## src/rtl/tod_bcd_clock.sv

```systemverilog
// 24 h BCD time-of-day counter with prescaled seconds, field adjust and day/night flag.
// Optional macro TOD_FAST_FWD_EN adds a fast_fwd input that advances time one second per clk in RUN.
module tod_bcd_clock #(
    parameter int unsigned TICKS_PER_SEC  = 100,
    parameter logic [7:0]  DAY_START_HR   = 8'h08,
    parameter logic [7:0]  NIGHT_START_HR = 8'h20
) (
    input  logic       clk,
    input  logic       rst,
    input  logic [1:0] adj_mode,
    input  logic       adj_inc,
`ifdef TOD_FAST_FWD_EN
    input  logic       fast_fwd,
`endif
    output logic [7:0] hour,
    output logic [7:0] min,
    output logic [7:0] sec,
    output logic       d_or_n,
    output logic       sec_tick,
    output logic       day_tick
);

    typedef enum logic [1:0] {
        RUN      = 2'b00,
        SET_HOUR = 2'b01,
        SET_MIN  = 2'b10,
        SET_SEC  = 2'b11
    } state_t;

    localparam logic [15:0] TERM_CNT = 16'(TICKS_PER_SEC - 1);

    state_t      state;
    logic [15:0] presc;
    logic [15:0] presc_nx;
    logic [7:0]  hour_nx;
    logic [7:0]  min_nx;
    logic [7:0]  sec_nx;
    logic        adv;
    logic        wrap_day;
    logic        fast;

`ifdef TOD_FAST_FWD_EN
    assign fast = fast_fwd;
`else
    assign fast = 1'b0;
`endif

    // Increment a two-digit BCD value, wrapping to 00 after max_v.
    function automatic logic [7:0] bcd_inc(input logic [7:0] v, input logic [7:0] max_v);
        if (v == max_v)
            return 8'h00;
        else if (v[3:0] == 4'd9)
            return {v[7:4] + 4'd1, 4'h0};
        else
            return {v[7:4], v[3:0] + 4'd1};
    endfunction

    always_comb begin
        hour_nx  = hour;
        min_nx   = min;
        sec_nx   = sec;
        presc_nx = presc;
        adv      = 1'b0;
        wrap_day = 1'b0;
        case (state)
            RUN: begin
                if (fast || presc == TERM_CNT) begin
                    adv      = 1'b1;
                    presc_nx = 16'd0;
                end else begin
                    presc_nx = presc + 16'd1;
                end
            end
            SET_HOUR: begin
                presc_nx = 16'd0;
                if (adj_inc) hour_nx = bcd_inc(hour, 8'h23);
            end
            SET_MIN: begin
                presc_nx = 16'd0;
                if (adj_inc) min_nx = bcd_inc(min, 8'h59);
            end
            SET_SEC: begin
                presc_nx = 16'd0;
                if (adj_inc) sec_nx = 8'h00;
            end
            default: presc_nx = 16'd0;
        endcase
        // Seconds ripple into minutes and hours only on a RUN-mode advance.
        if (adv) begin
            sec_nx = bcd_inc(sec, 8'h59);
            if (sec == 8'h59) begin
                min_nx = bcd_inc(min, 8'h59);
                if (min == 8'h59) begin
                    hour_nx  = bcd_inc(hour, 8'h23);
                    wrap_day = (hour == 8'h23);
                end
            end
        end
    end

    always_ff @(posedge clk) begin
        if (rst) begin
            state    <= RUN;
            presc    <= 16'd0;
            hour     <= 8'h00;
            min      <= 8'h00;
            sec      <= 8'h00;
            d_or_n   <= 1'b1;
            sec_tick <= 1'b0;
            day_tick <= 1'b0;
        end else begin
            state    <= state_t'(adj_mode);
            presc    <= presc_nx;
            hour     <= hour_nx;
            min      <= min_nx;
            sec      <= sec_nx;
            d_or_n   <= (hour_nx < DAY_START_HR) || (hour_nx >= NIGHT_START_HR);
            sec_tick <= adv;
            day_tick <= wrap_day;
        end
    end

endmodule

```

## config.mk

```make
export PLATFORM = sky130hd
export DESIGN_NAME = tod_bcd_clock
export DESIGN_NICKNAME = d
export VERILOG_FILES = /design/src/rtl/tod_bcd_clock.sv
export SDC_FILE = /design/constraint.sdc
export NUM_CORES = 1
export LEC_CHECK = 0
export CAP_MARGIN = 20
export CORE_MARGIN = 2
export CORE_UTILIZATION = 50
export DETAILED_ROUTE_END_ITERATION = 16
export GPL_TIMING_DRIVEN = 0
export HOLD_SLACK_MARGIN = 0.08
export PLACE_DENSITY = 0.82
export SETUP_SLACK_MARGIN = 0.1
export SLEW_MARGIN = 15
export SYNTH_ARGS = -nofsm -noshare
export SYNTH_HDL_FRONTEND = slang
export SYNTH_SLANG_ARGS = --single-unit
```

## constraint.sdc

```tcl
create_clock -name clk -period 5.1 [get_ports clk]
set_input_delay 1.02 -clock clk [delete_from_list [all_inputs] [get_ports clk]]
set_output_delay 1.02 -clock clk [all_outputs]
set_load 0.01 [all_outputs]
```

==> results.yml, run 1 <==
timing:
  maxSlewHeadroom: 0.571
  drv_slew: 0
  worst_pin_slew_ns: 0.635
  tns_ns: 0
  rsz0062_at_grt: "false"
  max_freq_mhz: 425
  holdWs_ns: 0.444
  min_period_over_period: 0.462
  fin_crit_ns: 2.35
  hold_viol_final: 0
  fin_worst_skew_ns: 0.00480
  setup_viol: 0
setup_path:
  slowest_stage: "clkdlybuf4s50_1"
  cp.required_ns: 4.08
  reg2reg_slack_ns: 2.92
  cpLargestDelayFamily: "buffers and inverters"
  reg2reg_to: "hour[7]"
  path_cells: "clkdlybuf4s50_1"
  startpoint: "hour[2]"
  ff2ff_path_depth: 6
  crit_cells: 1
  reg2reg_from: "min[0]"
  cp_num_buf_inv: 1
  max_stage_delay_ns: 0.58
  startpoint_type: "flip-flop"
  worstPathMaxFanout: 8
  worstSetupPathType: "flip-flop to primary output"
  crit_path_end_kind: "primary output"
  cp_data_arrival_time_ns: 1.33
power:
  p_per_area_nw_per_um2: 213
  p_sw_mw: 0.140
  p_sw_frac: 0.223
  peakVddDrop_uv: 148
  leakage_nw: 1.03
  seq_power_share: 0.567
  combPwrFrac: 0.049
  clockPowerShare: 0.383
  p_int_mw: 0.490
finish:
  area_growth_pct: 19.7
  antenna_cells: 0
  final_nets: 335
  drive_above_1_share: 0.102
synth:
  ys_ff_latch: 45
  synth_area_per_cell_um2: 8.95
  synth-main-ff-cell: "dfxtp_1"
  yosys.area_share.simple: 0.299
  async_flop_share: 0
  yosysSeqAreaShare: 0.365
  synth.cell_area_um2: 2470
  synth_compound_area_frac: 0.134
  synth_top_family_by_area: "simple AND/OR/NAND/NOR gates"
  synth_fa_ha_area_frac: 0.0861
  synthCells: 276
  synth-xor-area-share: 0.0461
  synth_top_area_cell: "dfxtp_1"
  synth_edf_count: 0
  yosys_warnings: 0
  post-synth-top-area-fraction: 0.365
  synth_nets: 298
  muxShareOfSynthArea: 0.0208
  synth_cell_type_count: 57
  synth.area.top_cells: "dfxtp_1 36%, ha_1 8.6%, nor2_1 4.9%"
clock_network:
  clock_path_buffers: 2
  clkLatencyLatePin_ns: 0.29
  cts_root_buf: "clkbuf_8"
  clock-sinks: 45
  post-cts-setup-buffers: 0
  path_clk_slew_ns: 0.08
  cts_hold_buf: 0
  cts_resized: 0
  numCtsBuffers: 5
  cts-htree-levels: 2
  tritoncts: "done"
global_routing:
  track_usage: 0.181
  grt_pass1_vias: 1764
  grt.overflow.total: 0
  antenna_found_initial: 0
  grt_max_degree: 14
  grt_pass1_wl_um: 7800
hold_path:
  min_path_type: "flip-flop to flip-flop"
  worstHoldStart: "presc[0]"
  holdPathEnd: "presc[0]"
  whs_path_depth: 1
placement:
  dp_hpwl_um: 3460
  place.gp.congestion: 0.827
  port_buffers: 30
die:
  core_area_um2: 4750
  die_w_um: 74.3
  ioPinCount: 32
  die_y_um: 74.3
  initial_core_util: 0.519
  dieArea_um2: 5520
  fp-row-count: 25
route:
  wl_um: 4750
  first_iter_violations: 103
  firstDrtPassIters: 4
  avgViaCountPerCell: 5.40
  routedWlPerCell_um: 12.5
  drc: 0
  vias: 2059
  ant_nets: 0
flow_run:
  maxCapViolCount: 0
run_status:
  status: "finished clean"
[how the worst max path moves through the flow]
stage,endpoint,slack [ns]
final,hour[2],2.75
after global routing,hour[2],2.67
after CTS,hour[2],2.73
after detailed placement,min[7],2.54
after global placement,hour[7],2.54
after floorplan,presc[15],3.00
[synthesized netlist by cell type (all sizes together) (5+ instances only)]
master / count
nor3: 5
ha: 17
a21oi: 21
inv: 11
nand3: 14
nand2: 23
dfxtp: 45
xor2: 8
o21ai: 11
xnor2: 5
nor2: 32
nand4: 6
or3: 12
[state kept, by name, summed over array words and instances, names as in the netlist]
name and count:
presc 16, day_tick 1, min 8, sec 8
hour 8, sec_tick 1, state 2, d_or_n 1
[stage by stage]
step	worst slack [ns]	instance area, um^2	std cells	power [mW]	util
after floorplan	3.00	2470	276	0.386	-
after global placement	2.54	2850	373	0.396	0.600
after detailed placement	2.54	2850	373	0.397	0.600
after CTS	2.73	2960	381	0.636	0.622
after global routing	2.67	2960	381	0.653	0.622
final	2.75	2960	381	0.630	0.622
[kinds of logic (layout without fill, tap and decap cells)]
family | Yosys count | after routing
AO/OA/AOI/OAI | 50 | 50
buffers and inverters | 20 | 58
multiplexers | 5 | 5
AND/OR/NAND/NOR | 126 | 126
adder cells (fa/ha/maj) | 17 | 17
flip-flops | 45 | 45
XOR/XNOR | 13 | 13
[placed cells by master, fill, tap and decap left out, drive strengths merged, types with 4 or more instances in the layout]
master / netlist / layout
and4: 4 / 4
a21oi: 21 / 21
or3: 12 / 12
xor2: 8 / 8
buf: 4 / 4
mux2i: 4 / 4
nor2: 32 / 32
or4: 4 / 4
nand2b: 4 / 4
nand3b: 4 / 4
clkbuf: 3 / 10
ha: 17 / 17
nand2: 23 / 23
nand3: 14 / 14
nor3: 5 / 5
nand4: 6 / 6
xnor2: 5 / 5
o21ai: 11 / 11
inv: 11 / 11
clkdlybuf4s50: 0 / 30
dfxtp: 45 / 45
[area by class of cell]
| cell class | count | area [um^2] |
|---|---|---|
| Fill cell | 419 | 1800 |
| Multi-Input combinational cell | 211 | 1450 |
| Sequential cell | 45 | 901 |
| Timing Repair Buffer | 30 | 300 |
| Clock buffer | 7 | 96.3 |
| Tap cell | 67 | 83.8 |
| Buffer | 9 | 78.8 |
| Inverter | 11 | 41.3 |
| Clock inverter | 1 | 5.00 |
[routing by layer]
metal,vias up,GRT usage,wire length [um]
met4,0,0.0536,52
met2,40,0.291,2190
met5,-,0,0
li1,1062,-,-
met3,5,0.0407,183
met1,952,0.244,2320
[power groups by stage]
stage	Combinational, mW	Sequential [mW]	Clock (mW)
after floorplan	0.0208	0.366	0
after global placement	0.0307	0.366	0
after detailed placement	0.0312	0.366	0
after CTS	0.0315	0.357	0.247
after global routing	0.0349	0.358	0.260
final	0.0312	0.357	0.242
Power figures use the tool's default switching activity.
==> inputs of run 2 (changes only) <==
==> constraint.sdc (replaced) <==
create_clock -name clk -period 2.35 [get_ports clk]
set_input_delay 0.47 -clock clk [delete_from_list [all_inputs] [get_ports clk]]
set_output_delay 0.47 -clock clk [all_outputs]
set_load 0.01 [all_outputs]
==> run 2 against run 1 <==
- global-route usage is the same
- clock power grew 120%
- non-clock buffer count grew 1
- combinational power grew 120%
- total power grew 120%
- critical path type is now flip-flop to flip-flop
- critical endpoint is now hour[7]
- highest routed layer unchanged
==> results.yml, run 2 (synthesized netlist as in run 1, its figures left out) <==
setup_path:
  cp.required_ns: 2.58
  path_cells: "inv_1 > ha_2 > nand4b_4 > nor4_4 > a21oi_4 > or4_1 > a21oi_1"
  reg2reg_to: "hour[7]"
  ff2ff_path_depth: 7
  endpoint: "hour[7]"
  worstSetupPathType: "flip-flop to flip-flop"
  cp_data_arrival_time_ns: 2.38
  reg2reg_slack_ns: 0.20
  crit_path_end_kind: "flip-flop"
  reg2reg_from: "state[0]"
  startpoint_type: "flip-flop"
  max_stage_delay_ns: 0.51
  slowest_stage: "or4_1"
  worstPathMaxFanout: 10
  startpoint: "state[0]"
timing:
  holdWs_ns: 0.392
  max_freq_mhz: 465
  maxSlewHeadroom: 0.634
  min_period_over_period: 0.914
  hold_viol_final: 0
  drv_slew: 0
  fin_worst_skew_ns: 0.00443
  tns_ns: 0
  worst_pin_slew_ns: 0.549
  setup_viol: 0
  fin_crit_ns: 2.15
  rsz0062_at_grt: "false"
die:
  fp-row-count: 25
  die_w_um: 74.3
  dieArea_um2: 5520
  die_y_um: 74.3
  core_area_um2: 4750
  ioPinCount: 32
  initial_core_util: 0.519
route:
  drc: 0
  wl_um: 4910
  first_iter_violations: 141
  firstDrtPassIters: 4
  routedWlPerCell_um: 12.8
  ant_nets: 0
  avgViaCountPerCell: 5.42
  vias: 2071
finish:
  largest_reg_flops: 16
  fillers: 415
  antenna_cells: 0
  final_area_um2: 2990
  area_growth_pct: 21.2
  drive_above_1_share: 0.121
  mostFrequentLayoutCell: "dfxtp_1"
  final_nets: 336
  regMostFlops: "presc"
  fin_cells: 382
  most-common-layout-cells: "42 x dfxtp_1, 32 x nor2_1, 30 x clkdlybuf4s50_1"
  final_core_util: 0.629
clock_network:
  clkLatencyLatePin_ns: 0.29
  tritoncts: "done"
  clock-sinks: 45
  clock_path_buffers: 2
  path_clk_slew_ns: 0.08
  cts_root_buf: "clkbuf_8"
  numCtsBuffers: 5
  cts-htree-levels: 2
power:
  leakage_nw: 1.05
  p_int_mw: 1.06
  p_per_area_nw_per_um2: 458
  seq_power_share: 0.566
  combPwrFrac: 0.051
  peakVddDrop_uv: 321
  p_sw_frac: 0.224
  p_sw_mw: 0.308
  clockPowerShare: 0.384
global_routing:
  grt.overflow.total: 0
  grt_max_degree: 14
  track_usage: 0.181
  antenna_found_initial: 0
  grt_pass1_wl_um: 7800
  grt_pass1_vias: 1764
placement:
  place.gp.congestion: 0.827
  dp_hpwl_um: 3460
  port_buffers: 30
  placedCellCount: 373
  placed_cell_area_um2: 2850
hold_path:
  min_path_type: "input port to flip-flop"
  whs_path_depth: 2
flow_run:
  maxCapViolCount: 0
run_status:
  status: "finished clean"
-- run 2: worst min path at each step --
| stage | start | endpoint |
|---|---|---|
| global route | rst | state[0] |
| global placement | presc[0] | presc[0] |
| detailed placement | presc[0] | presc[0] |
| finish | rst | state[0] |
| floorplan | presc[0] | presc[0] |
| CTS | rst | state[0] |
-- run 2: worst max-delay path: cells and delay by family, from the launching register on --
kind,cells,cell delay (ns)
and+or+nand+nor,3,1.10
DFF,1,0.34
AOI/OAI and AO/OA,2,0.30
adders and majority gates,1,0.26
buffers and inverters,1,0.08
-- run 2: timing repair --
item	in CTS	in global routing
hold buffers	0	0
gates resized for setup	0	7
setup buffers	0	1
setup endpoints to repair	0	6
-- run 2: through the flow --
step | setup WS, ns | power [mW]
CTS | 0.176 | 1.38
finish | 0.202 | 1.37
detailed placement | 0.209 | 0.861
global route | 0.0941 | 1.42
global placement | 0.213 | 0.860
floorplan | 0.329 | 0.838
-- run 2: power groups by stage --
stage | registers (mW) | logic, mW | clock network, mW
final | 0.776 | 0.0698 | 0.526
after global routing | 0.777 | 0.0775 | 0.564
after CTS | 0.776 | 0.0684 | 0.536
after detailed placement | 0.794 | 0.0676 | 0
after global placement | 0.793 | 0.0666 | 0
after floorplan | 0.793 | 0.0451 | 0
-- run 2: per-layer routing --
metal  track usage  share of wire
met1         0.244           0.48
met2         0.291           0.47
met3        0.0407          0.042
met4        0.0536         0.0061
met5             0              0
-- run 2: layout make-up --
| cell class | instances | area [um^2] | area share |
|---|---|---|---|
| flip-flops and latches | 45 | 905 | 0.302 |
| plain buffers | 9 | 78.8 | 0.0263 |
| well taps | 67 | 83.8 | 0.0280 |
| repair buffers | 31 | 308 | 0.103 |
| multi-input cells | 211 | 1480 | 0.493 |
| inverters | 11 | 41.3 | 0.0138 |
| clock inverters | 1 | 5.00 | 0.00167 |
| clock buffers | 7 | 96.3 | 0.0322 |
==> inputs of run 3 (changes only) <==
--- a/config.mk
+++ b/config.mk
@@ -9,6 +9,7 @@
 export CORE_MARGIN = 2
 export CORE_UTILIZATION = 50
 export DETAILED_ROUTE_END_ITERATION = 16
+export GPL_ROUTABILITY_DRIVEN = 0
 export GPL_TIMING_DRIVEN = 0
 export HOLD_SLACK_MARGIN = 0.08
 export PLACE_DENSITY = 0.82
==> constraint.sdc (replaced) <==
create_clock -name clk -period 2.3 [get_ports clk]
set_input_delay 0.46 -clock clk [delete_from_list [all_inputs] [get_ports clk]]
set_output_delay 0.46 -clock clk [all_outputs]
set_load 0.01 [all_outputs]
==> run 3 against run 2 <==
- critical path depth is the same
- count of clock-buffer cells in the layout is the same
- clock skew grew 0.00091 ns
==> results.yml, run 3 (synthesized netlist as in run 1, its figures left out) <==
timing:
  maxSlewHeadroom: 0.631
  rsz0062_at_grt: "true"
  drv_slew: 0
  min_period_over_period: 0.924
  setup_viol: 0
  max_freq_mhz: 471
  tns_ns: 0
  fin_crit_ns: 2.13
  fin_worst_skew_ns: 0.00534
  worst_pin_slew_ns: 0.554
  hold_viol_final: 0
global_routing:
  grt_pass1_wl_um: 7800
  grt_busiest_layer: "met2"
  grt_pass1_vias: 1764
  gr-usage-met2: 0.291
  antenna_found_initial: 0
  use_met3: 0.0407
  track_usage: 0.181
  grt.overflow.total: 0
  grt_max_degree: 14
  grtUsageMet1: 0.244
setup_path:
  reg2reg_from: "sec[1]"
  cp.required_ns: 2.53
  cp_data_arrival_time_ns: 2.35
  path_cells: "inv_1 > ha_1 > nand4b_4 > nor4_4 > a21oi_4 > or4_1 > a21oi_1"
  startpoint_type: "flip-flop"
  crit_path_end_kind: "flip-flop"
  startpoint: "sec[1]"
  worstPathMaxFanout: 10
  ff2ff_path_depth: 7
  max_stage_delay_ns: 0.51
  crit_cells: 7
  slowest_stage: "or4_1"
  endpoint: "hour[7]"
  reg2reg_to: "hour[7]"
  reg2reg_slack_ns: 0.17
  cpLargestDelayFamily: "simple AND/OR/NAND/NOR gates"
  cp_num_buf_inv: 1
  worstSetupPathType: "flip-flop to flip-flop"
power:
  leakage_nw: 1.07
  p_per_area_nw_per_um2: 463
  peakVddDrop_uv: 328
die:
  die_w_um: 74.3
  fp-row-count: 25
  die_y_um: 74.3
  ioPinCount: 32
  dieArea_um2: 5520
  initial_core_util: 0.519
  core_area_um2: 4750
clock_network:
  cts_hold_buf: 0
  clkLatencyLatePin_ns: 0.30
  cts_root_buf: "clkbuf_8"
  cts-htree-levels: 2
  clock-sinks: 45
  numCtsBuffers: 5
  tritoncts: "done"
  clock_path_buffers: 2
  path_clk_slew_ns: 0.08
finish:
  drive_above_1_share: 0.129
  regMostFlops: "presc"
  final_core_util: 0.638
  multi_input_area_um2: 1490
  regArea_um2: 905
  most-common-layout-cells: "42 x dfxtp_1, 32 x nor2_1, 30 x clkdlybuf4s50_1"
  antenna_cells: 0
  fillers: 405
  area_growth_pct: 22.8
  largest_reg_flops: 16
  mostFrequentLayoutCell: "dfxtp_1"
  final_nets: 338
route:
  ant_nets: 0
  routedWlPerCell_um: 13.1
  drc: 0
  avgViaCountPerCell: 5.43
  firstDrtPassIters: 4
  first_iter_violations: 148
  vias: 2084
  wl_um: 5040
run_status:
  status: "finished clean"
placement:
  dp_hpwl_um: 3460
  port_buffers: 30
hold_path:
  min_path_type: "input port to flip-flop"
flow_run:
  maxCapViolCount: 0
==> run 3: repair_timing <==
item / 4_1_cts / 5_1_grt
setup endpoints to repair: 0 / 6
resized for setup: 0 / 9
buffers inserted: 0 / 3
==> run 3: metal layers <==
metal	wire length (um)	part of all wire	up-vias
met5	0	0	-
met4	53	0.011	0
met3	215	0.043	5
met2	2360	0.47	48
met1	2410	0.48	966
li1	-	-	1065
==> run 3: stage by stage <==
stage                     worst slack [ns]  hold WS, ns  power (mW)  cell area [um^2]  cells
final                                0.175        0.385        1.40              3030    384
after global routing                0.0707        0.373        1.45              3030    384
after CTS                            0.126        0.375        1.41              2960    381
after detailed placement             0.159        0.431       0.880              2850    373
after global placement               0.163        0.426       0.879              2850    373
after floorplan                      0.279        0.413       0.857              2470    276
==> run 3: how the worst min path moves through the flow <==
stage              from        to  cells past startpoint
2_1_floorplan  presc[0]  presc[0]                      1
3_3_place_gp   presc[0]  presc[0]                      1
3_5_place_dp   presc[0]  presc[0]                      1
4_1_cts             rst  state[0]                      2
5_1_grt             rst  state[0]                      2
6_report            rst  state[0]                      2
==> run 3: cell type report <==
class | count | share of cell area
clock buffer | 7 | 0.0318
sequential | 45 | 0.298
tap | 67 | 0.0276
clock inverter | 1 | 0.00165
buffer | 9 | 0.0260
timing repair buffer | 33 | 0.111
multi-input combinational | 211 | 0.491
inverter | 11 | 0.0136
==> run 3: power by group <==
group          leakage (nW)  total, mW  switching [mW]  internal (mW)
logic                 0.653     0.0741          0.0431         0.0310
clock network        0.0542      0.537           0.266          0.272
registers             0.365      0.793         0.00690          0.786
